### config.mk
export PLATFORM = sky130hd
export DESIGN_NAME = multi_rate_timebase
export DESIGN_NICKNAME = d
export VERILOG_FILES = /design/src/rtl/timebase_pkg.sv /design/src/rtl/timebase_channel.sv /design/src/rtl/multi_rate_timebase.sv
export SDC_FILE = /design/constraint.sdc
export NUM_CORES = 1
export LEC_CHECK = 0
export ABC_CLOCK_PERIOD_IN_PS = 5800
export BUFFER_PORTS_ARGS = -buffer_cell sky130_fd_sc_hd__buf_2
export CORE_ASPECT_RATIO = 0.7
export CORE_MARGIN = 1.5
export CORE_UTILIZATION = 35
export CTS_CLUSTER_SIZE = 14
export DETAILED_ROUTE_END_ITERATION = 7
export RECOVER_POWER = 25
export SETUP_SLACK_MARGIN = 0.5
export SYNTH_ARGS = -nofsm -noshare
export SYNTH_HDL_FRONTEND = slang
export SYNTH_SLANG_ARGS = --single-unit
### constraint.sdc
create_clock -name clk -period 5.8 [get_ports clk]
set_input_delay 1.16 -clock clk [delete_from_list [all_inputs] [get_ports clk]]
set_output_delay 1.16 -clock clk [all_outputs]
set_load 0.02 [all_outputs]
### src/rtl/timebase_pkg.sv
// Shared constants and helpers for the multi-rate timebase: counter width,
// system clock rate and the standard half-periods at 100 MHz.
package timebase_pkg;

    localparam int TB_CNT_W = 32;
    localparam int SYS_CLK_HZ = 100_000_000;

    localparam logic [TB_CNT_W-1:0] HALF_500US = 32'd25_000;
    localparam logic [TB_CNT_W-1:0] HALF_1MS   = 32'd50_000;
    localparam logic [TB_CNT_W-1:0] HALF_2MS   = 32'd100_000;
    localparam logic [TB_CNT_W-1:0] HALF_1S    = 32'd50_000_000;

    // Channel-select width; at least one bit even for a single channel.
    function automatic int ch_w(input int n);
        return (n <= 2) ? 1 : $clog2(n);
    endfunction

endpackage

### src/rtl/timebase_channel.sv
// One timebase channel: programmable half-period register, counter, square
// wave toggle and a one-cycle tick on each rising edge of the wave.
module timebase_channel
    import timebase_pkg::*;
#(
    parameter int CNT_W = TB_CNT_W,
    parameter logic [CNT_W-1:0] RESET_HALF = HALF_1MS
) (
    input  logic             clk,
    input  logic             reset,
    input  logic             cnt_en,
    input  logic             wr,
    input  logic [CNT_W-1:0] wr_half,
    input  logic             clr,
    output logic             clk_out,
    output logic             tick
);

    logic [CNT_W-1:0] hp;
    logic [CNT_W-1:0] cnt;
    logic [CNT_W-1:0] term;

    // A zero half-period behaves like one: toggle every cycle.
    assign term = (hp == '0) ? '0 : hp - CNT_W'(1);

    always_ff @(posedge clk or negedge reset) begin
        if (!reset) begin
            hp      <= RESET_HALF;
            cnt     <= '0;
            clk_out <= 1'b0;
            tick    <= 1'b0;
        end else begin
            tick <= 1'b0;
            if (wr)
                hp <= wr_half;
            // Clear beats a write, and a write beats a terminal count.
            if (clr) begin
                cnt     <= '0;
                clk_out <= 1'b0;
            end else if (wr) begin
                cnt <= '0;
            end else if (cnt_en) begin
                if (cnt == term) begin
                    cnt     <= '0;
                    clk_out <= ~clk_out;
                    tick    <= ~clk_out;
                end else begin
                    cnt <= cnt + CNT_W'(1);
                end
            end
        end
    end

endmodule

### src/rtl/multi_rate_timebase.sv
// NUM_CH independent programmable square-wave dividers with per-channel ticks.
// Define TIMEBASE_SYNC_CLEAR_EN to add the sync_clr phase-align input.
module multi_rate_timebase
    import timebase_pkg::*;
#(
    parameter int NUM_CH = 4,
    parameter int CNT_W  = TB_CNT_W,
    parameter logic [NUM_CH*CNT_W-1:0] DEFAULT_HALF = {HALF_1MS, HALF_1S, HALF_2MS, HALF_500US}
) (
    input  logic                     clk,
    input  logic                     reset,
`ifdef TIMEBASE_SYNC_CLEAR_EN
    input  logic                     sync_clr,
`endif
    input  logic                     en,
    input  logic [NUM_CH-1:0]        ch_en,
    input  logic                     cfg_we,
    input  logic [ch_w(NUM_CH)-1:0]  cfg_ch,
    input  logic [CNT_W-1:0]         cfg_half,
    output logic [NUM_CH-1:0]        clk_out,
    output logic [NUM_CH-1:0]        tick
);

    localparam int CH_W = ch_w(NUM_CH);

    logic clr;

`ifdef TIMEBASE_SYNC_CLEAR_EN
    assign clr = sync_clr;
`else
    assign clr = 1'b0;
`endif

    // Selects at or beyond NUM_CH match no channel, so such writes are dropped.
    for (genvar i = 0; i < NUM_CH; i++) begin : g_ch
        logic wr;
        assign wr = cfg_we && (cfg_ch == CH_W'(i));

        timebase_channel #(
            .CNT_W      (CNT_W),
            .RESET_HALF (DEFAULT_HALF[i*CNT_W +: CNT_W])
        ) u_ch (
            .clk     (clk),
            .reset   (reset),
            .cnt_en  (en & ch_en[i]),
            .wr      (wr),
            .wr_half (cfg_half),
            .clr     (clr),
            .clk_out (clk_out[i]),
            .tick    (tick[i])
        );
    end

endmodule
---- Yosys cells after proc, flatten, opt, wreduce, memory -nomap -nowiden ----
Cells that the tools add are included.
W data, S select, Z words.
cells by class
  reduce and logical (&&, ||, !) cells .... 17
  bitwise gates (word level) .............. 12
  muxes and demuxes ....................... 28
  equality and inequality tests ........... 7
  add/sub/neg operators ................... 8
operator list
  kind                     count
  $mux W32                 16
  $add A32 B1 Y32 const B  4
  $eq A32 B32 Y1           4
  $logic_not A32 Y1        4
  $sub A32 B1 Y32 const B  4
  $mux W1                  12
  $reduce_and A3 Y1        4
  $not A1 Y1               8
  $reduce_bool A2 Y1       4
  $and A1 B1 Y1            4
  $eq A2 B2 Y1 const B     2
  $logic_and A1 B1 Y1      4
  $eq A2 B1 Y1 const B     1
  $logic_not A2 Y1         1
storage, ports and cells
  register bits ........................... 264
  logic and storage cells ................. 88
  bits of input ports ..................... 42

---- Logic depth before layout (Yosys ltp) ----
  word-level depth ........................ 6
  depth in mapped cells ................... 15
  gate-level depth less buffers ........... 12

---- Cells and area by module ----
A second synthesis with hierarchy kept.
unflattened totals
  cells, all modules ...................... 2112
  area total of the unflattened synthesis .. 18977.0 um^2
by module, submodules not included
  module                                instances  cells an instance  area each (um^2)  seq. area each (um^2)
  timebase_channel at g_ch[0].u_ch ...  2          520                4717.0            1659.1
  timebase_channel at g_ch[3].u_ch      1          543                4752.1            1659.1
  timebase_channel at g_ch[2].u_ch      1          520                4724.5            1666.6
  multi_rate_timebase                   1          9                  66.3              0.0

---- Least setup slack after synthesis ----
OpenSTA, ideal clock, no wires.
  path type ............................... flip-flop to flip-flop
  from .................................... reg g_ch[1].u_ch.hp[0]
  to ...................................... reg g_ch[1].u_ch.cnt[28]
  cell stages (with the launch flop) ...... 14
  path buffers ............................ 1
  slack ................................... 1.965 ns
  arrival ................................. 3.704 ns
  library setup time ...................... 0.131 ns
  cells stage by stage .................... dfrtp_1 > inv_1 > ha_1 > nor2b_1 > nand4_1 > or4_1 > and3_1 > a2111o_1 > nor4_2 > o2111ai_1 > or4_4 > buf_6 > a221o_1 > o21bai_1
on the way
  cells in the longest elaborated chain, start to end .. 6
RTL lines
  element                                                      RTL line                source
  start, declared                                              timebase_channel.sv:19  logic [CNT_W-1:0] hp;
  start signal, assigned                                       timebase_channel.sv:35  hp <= wr_half;
  $sub A32 B1 Y32 / $logic_not A32 Y1 (equally long branches)  timebase_channel.sv:24  assign term = (hp == '0) ? '0 : hp - CNT_W'(1);
  $mux W32 *                                                   timebase_channel.sv:24
  $eq A32 B32 Y1 *                                             timebase_channel.sv:43  if (cnt == term) begin
  $mux W32 *                                                   timebase_channel.sv:43
  $mux W32 *                                                   timebase_channel.sv:42  end else if (cnt_en) begin
  $mux W32 *                                                   timebase_channel.sv:40  end else if (wr) begin
  end signal, assigned                                         timebase_channel.sv:48  cnt <= cnt + CNT_W'(1);
  end, declared                                                timebase_channel.sv:20  logic [CNT_W-1:0] cnt;
Mark *: on every way between the ends. The rest lies on a longest branch, timed or not. The select of a mux whose other input is x is not followed.
A chain may end at the register's enable or synchronous reset.

---- Final worst setup path ----
  from .................................... reg g_ch[3].u_ch.hp[7]
  to ...................................... reg g_ch[3].u_ch.cnt[22]
on the way
  cells in the longest elaborated chain, start to end .. 6
RTL lines
  element                                                      RTL line
  start, declared                                              timebase_channel.sv:19
  start signal, assigned                                       timebase_channel.sv:35
  $sub A32 B1 Y32 / $logic_not A32 Y1 (equally long branches)  timebase_channel.sv:24
  $mux W32 *                                                   timebase_channel.sv:24
  $eq A32 B32 Y1 *                                             timebase_channel.sv:43
  $mux W32 *                                                   timebase_channel.sv:43
  $mux W32 *                                                   timebase_channel.sv:42
  $mux W32 *                                                   timebase_channel.sv:40
  end signal, assigned                                         timebase_channel.sv:48
  end, declared                                                timebase_channel.sv:20
Marks and branches as above.

==> flow_summary.yaml <==
clocking:
  root_buffer: "clkbuf_16"
  postCtsResizedCells: 0
  ctsHoldBuffers: 0
  worstSkewPairLatency_ns: 0.58
  cts-buffers-inserted: 29
  clk_pin_slew_ns: 0.06
  htreeDepth: 1
  clock_path_buffers: 3
  cts_tree: "yes"
  cts.sinks: 264
  post_cts_buffers: 0
setup_path:
  cp_max_fo: 10
  worstPathArrival_ns: 5.17
  end_kind: "register"
  crit_chain: "nor4_2 -> nand4_1 -> nor3_2 -> a21oi_1 -> o311ai_0 -> nand3_1 -> nor4_1 -> o2111ai_1 -> nor4_4 -> a211oi_1"
  cp_num_buf_inv: 0
  path_delay_family: "simple AND/OR/NAND/NOR gates"
  worst-r2r-cell-count: 10
  cpPeakStageDelay_ns: 0.70
  critPathRequiredTime_ns: 6.15
  crit_type: "reg2reg"
  critPathLaunchType: "register"
  slowest_stage: "nor3_2"
  crit_cells: 10
logic_synthesis:
  ys_top_cells_by_area: "dfrtp_1 31%, nand2_1 6.4%, xnor2_1 5.1%, dfstp_2 4.1%, xor2_1 4.0%"
  synthFlopType: "dfrtp_1"
  synth_top_cell_area_share_pct: 30.8
  syn_avg_cell_area_sq_um: 8.35
  ys_warn_count: 0
  syn_inst: 2280
  synth_fp_nets: 2330
  yosysUniqueCellTypes: 93
  synth.yosys.seq_area_share_pct: 34.9
  async_flop_share_pct: 100
  synth_area_sq_um: 19000
  synth_edf_count: 0
  ys_seq_elements: 264
  yosysTopAreaCell: "dfrtp_1"
drt:
  finalWirelength_um: 63700
  drc_errors: 0
  detail_route.first_pass.iterations: 5
  routed_via_density: 5.97
  num_vias: 17900
  route.antenna.remaining_nets: 0
  drt_iter0_drc: 1999
  wl_per_cell_um: 21.3
timing:
  tightest_slew_ns: 2.78
  period_needed_ns: 4.82
  drv_slew: 190
  skew_ns: 0.0112
  setup_slack_ns: 0.977
  setup_violations: 0
  fin_setup_tns_ns: 0
  fmax_ghz: 0.207
  rsz0062_at_grt: "false"
  hold_viol_final: 0
  period_share_pct: 83.2
  relSlewSlack_pct: -85.6
power:
  powerDensity_nw_per_um2: 283
  ir_drop_mv: 0.248
  p_leak_nw: 8.12
final_layout:
  final_core_util_pct: 38.6
  nNetsFinal: 2290
  area_delta_synth_final_pct: 9.13
  post_route_cells_drive_above_1_share_pct: 12.2
  final_area_sq_um: 20800
  layoutNonFillerInstCount: 2993
  final.fill_count: 5445
floorplanning:
  chipHeight_um: 198
  dieArea_sq_um: 55800
  io_pins: 50
  initial_core_util_pct: 35.4
  num_rows: 71
  die_x_um: 282
  core_area_sq_um: 53700
global_routing:
  busiest_layer: "met1"
  met3_usage_pct: 3.67
  track_usage_pct: 22.7
  grt_pass1_vias: 16400
  grt_overflow: 0
  grt_start_max_net_pins: 120
  antenna_found_initial: 2
  grt_pass1_wl_um: 99500
  grt.met2_usage_pct: 32.1
  met1_usage_pct: 36.0
worst_hold_path:
  hold_depth: 1
  min_path_type: "reg2reg"
placed_design:
  portBuffers: 49
  globalplace.congestion: 0.972
  pre_cts_ws_ns: 1.15
  post-place-cells: 2939
  hpwl_um: 47300
  placed_area_sq_um: 19800
job:
  cap_violations: 3
status:
  violations: "capacitance limit, slew limit"
  status: "complete, but fails checks"
-- area by class of cell --
| cell class | instances | area (sq um) | area share [%] |
|---|---|---|---|
| diodes | 1 | 2.50 | 0.0120 |
| clock buffers | 35 | 758 | 3.65 |
| clock inverters | 18 | 238 | 1.14 |
| inverters | 44 | 165 | 0.795 |
| multi-input cells | 1825 | 11600 | 55.8 |
| flip-flops and latches | 264 | 6640 | 32.0 |
| well taps | 730 | 913 | 4.40 |
| repair buffers | 76 | 452 | 2.17 |
-- worst paths after layout --
kind                       slack (ns)                    to                  from
min reg2reg                      0.47     g_ch[1].u_ch.tick  g_ch[1].u_ch.clk_out
min in group asynchronous        1.37  g_ch[3].u_ch.cnt[24]                 reset
min                              0.47     g_ch[1].u_ch.tick  g_ch[1].u_ch.clk_out
max                              0.98  g_ch[3].u_ch.cnt[22]    g_ch[3].u_ch.hp[7]
max in group asynchronous        2.41   g_ch[3].u_ch.cnt[7]                 reset
max reg2reg                      0.98  g_ch[3].u_ch.cnt[22]    g_ch[3].u_ch.hp[7]
-- state kept, by name, indices dropped and copies added (netlist names) --
name / cells
g_ch.u_ch.clk_out: 4
g_ch.u_ch.hp: 128
g_ch.u_ch.cnt: 128
g_ch.u_ch.tick: 4
-- Yosys cell counts, types with 47 or more instances --
cell type    n
a21oi_1     47
clkbuf_1   113
dfrtp_1    234
mux2_2      62
nand2_1    327
nand3_1    107
nand4_1     66
nor2_1     183
nor3_1     100
nor4_1      68
o21ai_0     87
xnor2_1    111
xor2_1      88
-- per-layer routing --
metal | part of all wire [%] | wire, um
met2 | 41 | 26000
met5 | 0 | 0
met1 | 50 | 32000
met4 | 1.6 | 999
met3 | 7.4 | 4690
-- where the power goes --
part / switching, mW / internal [mW]
logic: 0.809 / 0.597
registers: 0.416 / 2.07
clock network: 0.835 / 1.16
-- stage by stage --
step,hold WS (ns),power (mW)
2_1_floorplan,0.436,3.40
3_3_place_gp,0.455,3.85
3_5_place_dp,0.459,3.87
4_1_cts,0.468,5.88
5_1_grt,0.488,6.16
6_report,0.468,5.89
-- cells by family after synthesis --
group | after synthesis | synth area share, %
AND/OR/NAND/NOR | 1152 | 31.7
AO/OA/AOI/OAI | 383 | 14.2
adder cells (fa/ha/maj) | 8 | 0.526
flip-flops | 264 | 34.9
XOR/XNOR | 206 | 9.99
buffers and inverters | 191 | 4.23
multiplexers | 76 | 4.40
-- layout by cell type (no fill, tap or decap), types with 44 or more instances in the layout --
| cell type | count |
|---|---|
| nand2_1 | 327 |
| dfrtp_1 | 234 |
| nor2_1 | 182 |
| xnor2_1 | 111 |
| nand3_1 | 107 |
| nor3_1 | 100 |
| xor2_1 | 88 |
| o21ai_0 | 87 |
| nor4_1 | 68 |
| nand4_1 | 66 |
| mux2_2 | 62 |
| a21oi_1 | 47 |
| buf_2 | 47 |
| and3_1 | 46 |
| inv_1 | 44 |
Note: power is estimated with default switching activity, not from simulation.
